`src/rtl/regfile_arb_pkg.sv`:
```
// Shared definitions for the register-file host arbiter: widths, FSM encodings
// and the latched host transaction record.
package regfile_arb_pkg;

   localparam int REG_ADDR_W = 5;
   localparam int DATA_W     = 32;

   localparam logic [1:0] ST_IDLE  = 2'd0;
   localparam logic [1:0] ST_DRAIN = 2'd1;
   localparam logic [1:0] ST_HOST  = 2'd2;
   localparam logic [1:0] ST_ACK   = 2'd3;

   typedef struct packed {
      logic                  we;
      logic [REG_ADDR_W-1:0] addr;
      logic [DATA_W-1:0]     wdata;
   } host_txn_t;

   // Bits needed to hold max_val; never less than one.
   function automatic int cnt_width(input int max_val);
      int w;
      w = 1;
      while ((1 << w) <= max_val) w = w + 1;
      return w;
   endfunction

endpackage

```
`src/rtl/regfile_host_arbiter_if.sv`:
```
// Test/debug host transaction channel into the register-file arbiter.
interface regfile_host_arbiter_if;
   import regfile_arb_pkg::*;

   logic                  host_req;
   logic                  host_we;
   logic [REG_ADDR_W-1:0] host_reg;
   logic [DATA_W-1:0]     host_wdata;
   logic                  host_ack;
   logic [DATA_W-1:0]     host_rdata;

   modport master (output host_req, host_we, host_reg, host_wdata,
                   input  host_ack, host_rdata);
   modport slave  (input  host_req, host_we, host_reg, host_wdata,
                   output host_ack, host_rdata);
endinterface

```
`src/rtl/regfile_host_arbiter_share_counter.sv`:
```
// Core ownership window counter: loads on host completion, counts down to zero
// while the core owns the register file.
module core_share_counter #(
   parameter int LOAD_VAL = 4,
   parameter int CNT_W    = 3
) (
   input  logic clock,
   input  logic reset,
   input  logic load,
   input  logic dec,
   output logic zero
);

   logic [CNT_W-1:0] count_r;

   assign zero = (count_r == {CNT_W{1'b0}});

   // Load has priority; the decrement saturates at zero.
   always_ff @(posedge clock) begin
      if (reset) begin
         count_r <= {CNT_W{1'b0}};
      end else if (load) begin
         count_r <= CNT_W'(LOAD_VAL);
      end else if (dec && !zero) begin
         count_r <= count_r - {{(CNT_W-1){1'b0}}, 1'b1};
      end else begin
         count_r <= count_r;
      end
   end

endmodule

```
`src/rtl/regfile_host_arbiter.sv`:
```
// Shares one register-file port between the processor core and a debug host:
// the core is stalled for a drain cycle and a host access cycle per transaction.
module regfile_host_arbiter
   import regfile_arb_pkg::*;
#(
   parameter int MIN_CORE_CYCLES = 4
) (
   input  logic                  clock,
   input  logic                  reset,
   regfile_host_arbiter_if.slave hif,
   input  logic                  core_we,
   input  logic [REG_ADDR_W-1:0] core_wreg,
   input  logic [DATA_W-1:0]     core_wdata,
   input  logic [REG_ADDR_W-1:0] core_rregA,
   input  logic [REG_ADDR_W-1:0] core_rregB,
   output logic [DATA_W-1:0]     core_rdataA,
   output logic [DATA_W-1:0]     core_rdataB,
   output logic                  core_stall,
   output logic                  rf_we,
   output logic [REG_ADDR_W-1:0] rf_wreg,
   output logic [DATA_W-1:0]     rf_wdata,
   output logic [REG_ADDR_W-1:0] rf_rregA,
   output logic [REG_ADDR_W-1:0] rf_rregB,
   input  logic [DATA_W-1:0]     rf_rdataA,
   input  logic [DATA_W-1:0]     rf_rdataB
);

   localparam int CNT_W = cnt_width(MIN_CORE_CYCLES);

   logic [1:0]        state_r;
   logic [1:0]        state_nx_s;
   host_txn_t         txn_r;
   logic [DATA_W-1:0] rdata_r;
   logic              share_zero_s;
   logic              grant_s;

   core_share_counter #(
      .LOAD_VAL (MIN_CORE_CYCLES),
      .CNT_W    (CNT_W)
   ) u_share_cnt (
      .clock (clock),
      .reset (reset),
      .load  (state_r == ST_ACK),
      .dec   (state_r == ST_IDLE),
      .zero  (share_zero_s)
   );

   assign grant_s = (state_r == ST_IDLE) && hif.host_req && share_zero_s;

   // Next-state decode; every non-idle state advances unconditionally.
   always_comb begin
      state_nx_s = state_r;
      case (state_r)
         ST_IDLE: begin
            if (grant_s) state_nx_s = ST_DRAIN;
            else         state_nx_s = ST_IDLE;
         end
         ST_DRAIN: state_nx_s = ST_HOST;
         ST_HOST:  state_nx_s = ST_ACK;
         ST_ACK:   state_nx_s = ST_IDLE;
         default:  state_nx_s = ST_IDLE;
      endcase
   end

   // State, latched host request and host read-data capture.
   always_ff @(posedge clock) begin
      if (reset) begin
         state_r <= ST_IDLE;
         txn_r   <= '{we: 1'b0, addr: {REG_ADDR_W{1'b0}}, wdata: {DATA_W{1'b0}}};
         rdata_r <= {DATA_W{1'b0}};
      end else begin
         state_r <= state_nx_s;
         if (grant_s) begin
            txn_r <= '{we: hif.host_we, addr: hif.host_reg, wdata: hif.host_wdata};
         end else begin
            txn_r <= txn_r;
         end
         // Read port is sampled before the write lands, so host writes return old contents.
         if (state_r == ST_HOST) begin
            rdata_r <= rf_rdataA;
         end else begin
            rdata_r <= rdata_r;
         end
      end
   end

   // Register-file port mux: the host takes the port only during its access cycle.
   always_comb begin
      rf_we    = core_we;
      rf_wreg  = core_wreg;
      rf_wdata = core_wdata;
      rf_rregA = core_rregA;
      rf_rregB = core_rregB;
      if (state_r == ST_HOST) begin
         // r0 is hardwired zero; a reset in this cycle aborts the host write.
         rf_we    = txn_r.we && (txn_r.addr != {REG_ADDR_W{1'b0}}) && !reset;
         rf_wreg  = txn_r.addr;
         rf_wdata = txn_r.wdata;
         rf_rregA = txn_r.addr;
      end else begin
         rf_rregB = core_rregB;
      end
   end

   assign core_rdataA    = rf_rdataA;
   assign core_rdataB    = rf_rdataB;
   assign core_stall     = (state_r == ST_DRAIN) || (state_r == ST_HOST);
   assign hif.host_ack   = (state_r == ST_ACK);
   assign hif.host_rdata = rdata_r;

endmodule

```
`src/flat_wrapper.sv`:
```
// flat-port wrapper written by rule: the top's interface ports become plain ports
module regfile_host_arbiter_flat import regfile_arb_pkg::*;
#(
   parameter int MIN_CORE_CYCLES = 4
)
  (clock, reset, core_we, core_wreg, core_wdata, core_rregA, core_rregB, core_rdataA, core_rdataB, core_stall, rf_we, rf_wreg, rf_wdata, rf_rregA, rf_rregB, rf_rdataA, rf_rdataB, hif_host_req, hif_host_we, hif_host_reg, hif_host_wdata, hif_host_ack, hif_host_rdata);
  regfile_host_arbiter_if hif_i ();
  input  logic clock;
  input  logic reset;
  input  logic core_we;
  input  logic [REG_ADDR_W-1:0] core_wreg;
  input  logic [DATA_W-1:0] core_wdata;
  input  logic [REG_ADDR_W-1:0] core_rregA;
  input  logic [REG_ADDR_W-1:0] core_rregB;
  output logic [DATA_W-1:0] core_rdataA;
  output logic [DATA_W-1:0] core_rdataB;
  output logic core_stall;
  output logic rf_we;
  output logic [REG_ADDR_W-1:0] rf_wreg;
  output logic [DATA_W-1:0] rf_wdata;
  output logic [REG_ADDR_W-1:0] rf_rregA;
  output logic [REG_ADDR_W-1:0] rf_rregB;
  input  logic [DATA_W-1:0] rf_rdataA;
  input  logic [DATA_W-1:0] rf_rdataB;
  input wire logic [$bits(hif_i.host_req)-1:0] hif_host_req;
  input wire logic [$bits(hif_i.host_we)-1:0] hif_host_we;
  input wire logic [$bits(hif_i.host_reg)-1:0] hif_host_reg;
  input wire logic [$bits(hif_i.host_wdata)-1:0] hif_host_wdata;
  output wire logic [$bits(hif_i.host_ack)-1:0] hif_host_ack;
  output wire logic [$bits(hif_i.host_rdata)-1:0] hif_host_rdata;
  assign hif_i.host_req = hif_host_req;
  assign hif_i.host_we = hif_host_we;
  assign hif_i.host_reg = hif_host_reg;
  assign hif_i.host_wdata = hif_host_wdata;
  assign hif_host_ack = hif_i.host_ack;
  assign hif_host_rdata = hif_i.host_rdata;
  regfile_host_arbiter #(.MIN_CORE_CYCLES(MIN_CORE_CYCLES)) u_core (.clock(clock), .reset(reset), .hif(hif_i), .core_we(core_we), .core_wreg(core_wreg), .core_wdata(core_wdata), .core_rregA(core_rregA), .core_rregB(core_rregB), .core_rdataA(core_rdataA), .core_rdataB(core_rdataB), .core_stall(core_stall), .rf_we(rf_we), .rf_wreg(rf_wreg), .rf_wdata(rf_wdata), .rf_rregA(rf_rregA), .rf_rregB(rf_rregB), .rf_rdataA(rf_rdataA), .rf_rdataB(rf_rdataB));
endmodule
```
`config.mk`:
```
export PLATFORM = sky130hd
export DESIGN_NAME = regfile_host_arbiter_flat
export DESIGN_NICKNAME = d
export VERILOG_FILES = /design/src/rtl/regfile_arb_pkg.sv /design/src/rtl/regfile_host_arbiter_if.sv /design/src/rtl/regfile_host_arbiter_share_counter.sv /design/src/rtl/regfile_host_arbiter.sv /design/src/flat_wrapper.sv
export SDC_FILE = /design/constraint.sdc
export NUM_CORES = 1
export LEC_CHECK = 0
export ABC_AREA = 1
export BUFFER_PORTS_ARGS = -buffer_cell sky130_fd_sc_hd__buf_2
export CORE_AREA = 3 3 114 116
export CTS_CLUSTER_DIAMETER = 100
export DETAILED_ROUTE_END_ITERATION = 8
export DIE_AREA = 0 0 117 119
export GPL_TIMING_DRIVEN = 0
export PLACE_DENSITY = 0.63
export SETUP_SLACK_MARGIN = 0.05
export SYNTH_ARGS = -nofsm -noshare
export SYNTH_HDL_FRONTEND = slang
export SYNTH_SLANG_ARGS = --single-unit
```
`constraint.sdc`:
```
create_clock -name clock -period 1.9 [get_ports clock]
set_input_delay 0.38 -clock clock [delete_from_list [all_inputs] [get_ports clock]]
set_output_delay 0.38 -clock clock [all_outputs]
set_load 0.02 [all_outputs]
```
==> impl_metrics.py, run 1 <==
metrics = {
    "flow_run": {
        "maxCapViolCount": 0,
    },
    "synthesis": {
        "ys.warnings.count": 0,
        "yosysMostFrequentCell": "nor2_1",
        "synth-seq-area-share_pct": 40.0,
        "synth-edff-count": 0,
        "ys_types": 20,
        "syn_avg_cell_area_um2": 6.82,
        "ys.flop_type": "dfxtp_1",
        "syn_area_mm2": 0.00375,
        "syn_inst": 550,
        "synthArstFlopShare_pct": 0,
        "ys_top_cells_by_count": "nor2_1, nand2_1, dfxtp_1, buf_4, o21ai_0",
        "synth_top_area_cell": "dfxtp_1",
        "netlist.area_leader.share_pct": 40.0,
        "syn_nets": 709,
        "yosys-top-cells-area": "dfxtp_1, nor2_1, buf_4",
        "ys_ff_latch": 75,
    },
    "floorplanning": {
        "design.core.area_mm2": 0.0120,
        "start_util_pct": 31.3,
        "fp.dieW_um": 117,
        "rows": 40,
        "die_y_um": 119,
        "ios": 299,
        "die_area_mm2": 0.0139,
    },
    "placement": {
        "dpl-instance-area_mm2": 0.00524,
        "io_buffers": 261,
        "hpwl_um": 10500,
        "gp_congestion": 0.788,
        "dp_cells": 958,
        "place_ws_ns": -0.295,
    },
    "clock_network": {
        "cts_sinks": 75,
        "numCtsBuffers": 9,
        "htreeDepth": 3,
        "tritoncts": "yes",
        "clk_path_buf_depth": 2,
        "cts_root_buffer": "clkbuf_16",
        "clk_pin_slew_ns": 0.06,
        "cts_hold_buf": 0,
        "clkLatencyLatePin_ns": 0.33,
    },
    "detailed_routing": {
        "drtAntennaViolNets": 0,
        "drt-pass1-iter-count": 4,
        "wire_per_inst_um": 14.0,
        "num_vias": 4372,
        "wl_um": 13900,
        "drc": 0,
        "drtIter0Drc": 116,
        "viasPerCell": 4.43,
    },
    "finish": {
        "final_layout_size_suffix_gt1_share_pct": 54.5,
        "finalInstanceArea_mm2": 0.00641,
        "area_growth_pct": 70.8,
        "fill_cells": 1213,
        "seq_area_mm2": 0.00150,
        "multi_input_area_mm2": 0.00182,
        "final_nets": 994,
        "instances_no_fill": 987,
        "diodes": 0,
        "utilization_pct": 53.4,
    },
    "critical_path": {
        "worstPathMaxFanout": 7,
        "path_cells": "inv_2 -> ha_4 -> inv_6 -> buf_12 -> clkbuf_16 -> nand2_2 -> nand2_2 -> buf_6",
        "crit_path_max_incr_delay_ns": 0.32,
        "path_common_cell": "nand2_2",
        "required_ns": 1.52,
        "critPathKind": "register to primary output",
        "crit_arrival_ns": 1.58,
        "slowest_stage": "dfxtp_2",
        "cp-end-kind": "primary output",
        "start_kind": "register",
    },
    "pwr": {
        "power_frac_comb_pct": 55.5,
        "pwr-share-seq_pct": 26.7,
        "p_leak_nw": 3.39,
        "ir_worst_vdd_mv": 0.589,
        "p_int_mw": 5.49,
        "p_per_area_mw_per_mm2": 1460,
        "p_total_mw": 9.35,
        "clkPwrFrac_pct": 17.8,
        "p_sw_mw": 3.86,
        "swShare_pct": 41.3,
    },
    "grt": {
        "grt-ovfl-total": 0,
        "grt_pass1_vias": 4032,
        "track_usage_pct": 18.0,
        "grt_pass1_wl_um": 19700,
        "grt_max_degree": 12,
        "antenna_found_initial": 2,
    },
    "timing": {
        "finalCritPeriodShare_pct": 103,
        "slew_headroom_pct": 69.7,
        "hold_violations": 0,
        "setup_viol": 43,
        "worst_slack_ns": -0.0569,
        "skew_ns": 0.00376,
        "tns_ns": -1.31,
        "maxSlewViolCount": 0,
        "worstMarginPinSlew_ns": 0.454,
        "period_needed_ns": 1.96,
        "fmax_mhz": 511,
        "fin_hold_ws_ns": 0.239,
        "rsz0062_at_grt": "yes",
    },
    "status": {
        "violations": "negative setup slack",
        "run_status": "finished, violations left",
    },
    "min_path": {
        "hp-class": "input port to register",
    },
}
==> cell families after synthesis <==
kind of cell | synth area share (%)
and+or+nand+nor | 28.6
AOI/OAI and AO/OA | 10.0
DFF | 40.0
buffers and inverters | 19.4
adders and majority gates | 2.00
==> metal layers <==
| layer | GRT usage, % | wire length (um) | vias to the layer above | part of all wire, % |
|---|---|---|---|---|
| met5 | 0 | 21 | - | 0.15 |
| met4 | 5.16 | 159 | 4 | 1.1 |
| met3 | 6.05 | 1180 | 14 | 8.5 |
| met2 | 31.8 | 7090 | 199 | 51 |
| met1 | 20.3 | 5410 | 1943 | 39 |
| li1 | - | - | 2212 | - |
==> final timing paths <==
kind	startpoint	endpoint	cells after the start	slack, ns
worst max-delay path	u_core.state_r[0]	rf_wdata[10]	8	-0.06
worst min-delay path	reset	u_core.state_r[1]	2	0.24
worst max register to register	u_core.state_r[0]	u_core.txn_r[16]	8	0.27
worst min register to register	u_core.u_share_cnt.count_r[0]	u_core.u_share_cnt.count_r[0]	2	0.47
==> cell usage in the layout, fill, tap and decap left out, types with 5 or more instances in the layout <==
| master | instances |
|---|---|
| ha_1 | 5 |
| inv_1 | 9 |
| dfxtp_1 | 73 |
| o21ai_0 | 66 |
| o21ai_1 | 5 |
| clkbuf_1 | 18 |
| clkbuf_16 | 13 |
| nand2_1 | 53 |
| buf_4 | 77 |
| nor2_1 | 144 |
| nand2_2 | 59 |
| nand2_4 | 18 |
| buf_2 | 220 |
| buf_6 | 47 |
==> final cells by class <==
class | count | area share, %
flip-flops and latches | 75 | 23.5
repair buffers | 275 | 27.8
inverters | 13 | 0.839
multi-input cells | 362 | 28.4
clock inverters | 2 | 0.546
clock buffers | 14 | 3.96
well taps | 147 | 2.87
plain buffers | 99 | 12.1
==> registers in the layout, indices dropped and copies added (netlist names) <==
| register | count |
|---|---|
| u_core.state_r | 2 |
| u_core.hif.host_rdata | 32 |
| u_core.txn_r | 38 |
| u_core.u_share_cnt.count_r | 3 |
==> critical path: cells and delay by family, from the launching register on <==
family                   cells  cell delay [ns]
adder cells (fa/ha/maj)      1             0.23
buffers and inverters        5             0.56
flip-flops                   1             0.32
AND/OR/NAND/NOR              2             0.11
==> power groups by stage <==
stage / registers, mW / logic [mW] / clock network [mW]
2_1_floorplan: 2.76 / 2.42 / 0
3_3_place_gp: 2.49 / 4.00 / 0
3_5_place_dp: 2.51 / 4.03 / 0
4_1_cts: 2.50 / 4.71 / 1.72
5_1_grt: 2.57 / 5.68 / 1.78
6_report: 2.49 / 5.19 / 1.66
==> what timing repair did <==
item                       CTS  global route
gates cloned                 1             4
buffers inserted             6             3
resized for setup          120           104
setup endpoints to repair   43            43
pin swaps                    0            20
Note: power is estimated with default switching activity, not from simulation.
==> run 2: changes to the inputs <==
==> constraint.sdc (replaced) <==
create_clock -name clock -period 2.35 [get_ports clock]
set_input_delay 0.47 -clock clock [delete_from_list [all_inputs] [get_ports clock]]
set_output_delay 0.47 -clock clock [all_outputs]
set_load 0.02 [all_outputs]
==> run 2 against run 1 <==
Against the previous run: the flow now finishes without violations; critical endpoint is now rf_rregA[0]; highest routed layer unchanged; die area unchanged; sequential cell count unchanged; clock skew up 0.00067 ns; non-clock buffer count down 10.
==> impl_metrics.py, run 2 (same netlist as run 1, synthesis figures left out) <==
metrics = {
    "detailed_routing": {
        "wl_um": 13100,
        "drc": 0,
        "num_vias": 4223,
        "drtIter0Drc": 137,
        "drtAntennaViolNets": 0,
        "wire_per_inst_um": 13.4,
        "viasPerCell": 4.32,
        "drt-pass1-iter-count": 4,
    },
    "timing": {
        "hold_violations": 0,
        "slew_headroom_pct": 70.9,
        "worstMarginPinSlew_ns": 0.436,
        "skew_ns": 0.00443,
        "maxSlewViolCount": 0,
        "setup_viol": 0,
        "tns_ns": 0,
        "worst_slack_ns": 0.133,
        "fin_hold_ws_ns": 0.333,
        "finalCritPeriodShare_pct": 94.4,
        "rsz0062_at_grt": "no",
        "fmax_mhz": 451,
        "period_needed_ns": 2.22,
    },
    "finish": {
        "multi_input_area_mm2": 0.00153,
        "seq_area_mm2": 0.00150,
        "max_flop_register": "u_core.txn_r",
        "area_growth_pct": 51.5,
        "instances_no_fill": 977,
        "diodes": 0,
        "final_cell_mix": "buf_2, nor2_1, nand2_1",
        "final_nets": 984,
        "final_common_cell": "buf_2",
        "finalInstanceArea_mm2": 0.00569,
        "final_layout_size_suffix_gt1_share_pct": 44.2,
        "largest_reg_flops": 38,
        "fill_cells": 1297,
    },
    "floorplanning": {
        "rows": 40,
        "die_area_mm2": 0.0139,
        "fp.dieW_um": 117,
        "ios": 299,
        "die_y_um": 119,
        "start_util_pct": 31.3,
        "design.core.area_mm2": 0.0120,
    },
    "clock_network": {
        "clk_path_buf_depth": 2,
        "clkLatencyLatePin_ns": 0.33,
        "numCtsBuffers": 9,
        "clk_pin_slew_ns": 0.06,
        "cts_root_buffer": "clkbuf_16",
        "tritoncts": "yes",
        "cts_sinks": 75,
        "htreeDepth": 3,
    },
    "critical_path": {
        "cp-end-kind": "primary output",
        "critPathKind": "register to primary output",
        "crit_path_max_incr_delay_ns": 0.33,
        "worstPathMaxFanout": 9,
        "path_cells": "inv_1 -> ha_1 -> buf_6 -> inv_4 -> buf_12 -> clkbuf_16 -> nand2_1 -> nand2_1 -> buf_2",
        "start_kind": "register",
        "r2r_setup_slack_ns": 0.80,
        "worstReg2RegStart": "u_core.state_r[0]",
        "r2r-end": "u_core.txn_r[16]",
        "slowest_stage": "dfxtp_1",
        "crit_family": "buffers and inverters",
        "path_common_cell": "nand2_1",
        "path_buf_inv": 6,
        "reg2reg_depth": 7,
        "required_ns": 1.88,
        "crit_arrival_ns": 1.75,
    },
    "status": {
        "run_status": "finished, final reports clean",
    },
    "pwr": {
        "p_per_area_mw_per_mm2": 1190,
        "ir_worst_vdd_mv": 0.458,
        "p_leak_nw": 3.20,
    },
    "min_path": {
        "hp-class": "input port to register",
        "min_to": "u_core.state_r[1]",
        "worstHoldStart": "reset",
        "min_path_cells": 2,
    },
    "placement": {
        "dpl-instance-area_mm2": 0.00524,
        "io_buffers": 261,
        "place_ws_ns": 0.0648,
        "hpwl_um": 10500,
        "gp_congestion": 0.788,
        "dp_cells": 958,
    },
    "grt": {
        "grt-ovfl-total": 0,
        "grt.met1_usage_pct": 19.8,
        "antenna_found_initial": 2,
        "grt.busiest_layer": "met2",
        "use_met2_pct": 31.0,
        "grt_pass1_wl_um": 19200,
        "gr-usage-met3_pct": 6.25,
        "grt_pass1_vias": 3926,
        "track_usage_pct": 17.6,
        "grt_max_degree": 12,
    },
    "flow_run": {
        "maxCapViolCount": 0,
    },
}
==> run 2: cell types whose count changed in the layout (fill, tap and decap cells not counted), moves of 3 or more <==
cell       change
nand2_4       -18
nand2_2       -59
nand2_1       +77
clkbuf_16      -3
clkbuf_8       -3
buf_6         -40
buf_2         +34
clkbuf_2       +4
==> run 2: metal layers <==
layer	part of all wire, %	up-vias
li1	-	2192
met1	39	1821
met5	0.16	-
met2	50	191
met3	9.6	15
met4	1.1	4
==> run 2: what timing repair did <==
item / 4_1_cts / 5_1_grt
hold buffers: 0 / 0
resized for setup: 31 / 9
endpoints found under the setup margin: 43 / 19
gates cloned: 0 / 1
buffers inserted: 1 / 1
==> run 2: how the worst max path moves through the flow <==
| stage | start | endpoint | slack [ns] | depth (start not counted) |
|---|---|---|---|---|
| floorplan | u_core.state_r[0] | rf_we | 0.50 | 8 |
| global placement | u_core.state_r[0] | rf_rregA[1] | 0.06 | 9 |
| detailed placement | u_core.state_r[0] | rf_rregA[1] | 0.06 | 9 |
| CTS | u_core.state_r[0] | rf_we | 0.07 | 9 |
| global route | u_core.state_r[0] | rf_wdata[16] | 0.05 | 9 |
| finish | u_core.state_r[0] | rf_rregA[0] | 0.13 | 9 |
==> run 2: cell type report <==
class                      instances  area share [%]
multi-input combinational        362            26.9
tap                              147            3.24
timing repair buffer             264            24.1
inverter                          13           0.902
clock buffer                      14            4.47
buffer                           100            13.3
clock inverter                     2           0.616
sequential                        75            26.4
==> run 2: power by group <==
group,switching [mW],leakage (nW),internal (mW)
Combinational,2.13,2.44,1.29
Clock,0.501,0.141,0.851
Sequential,0.232,0.616,1.77
==> run 2: through the flow <==
| stage | utilization [%] | total power [mW] |
|---|---|---|
| after CTS | 46.9 | 6.81 |
| after global placement | 43.7 | 5.25 |
| after floorplan | - | 4.19 |
| after detailed placement | 43.7 | 5.28 |
| after global routing | 47.3 | 7.31 |
| final | 47.3 | 6.77 |
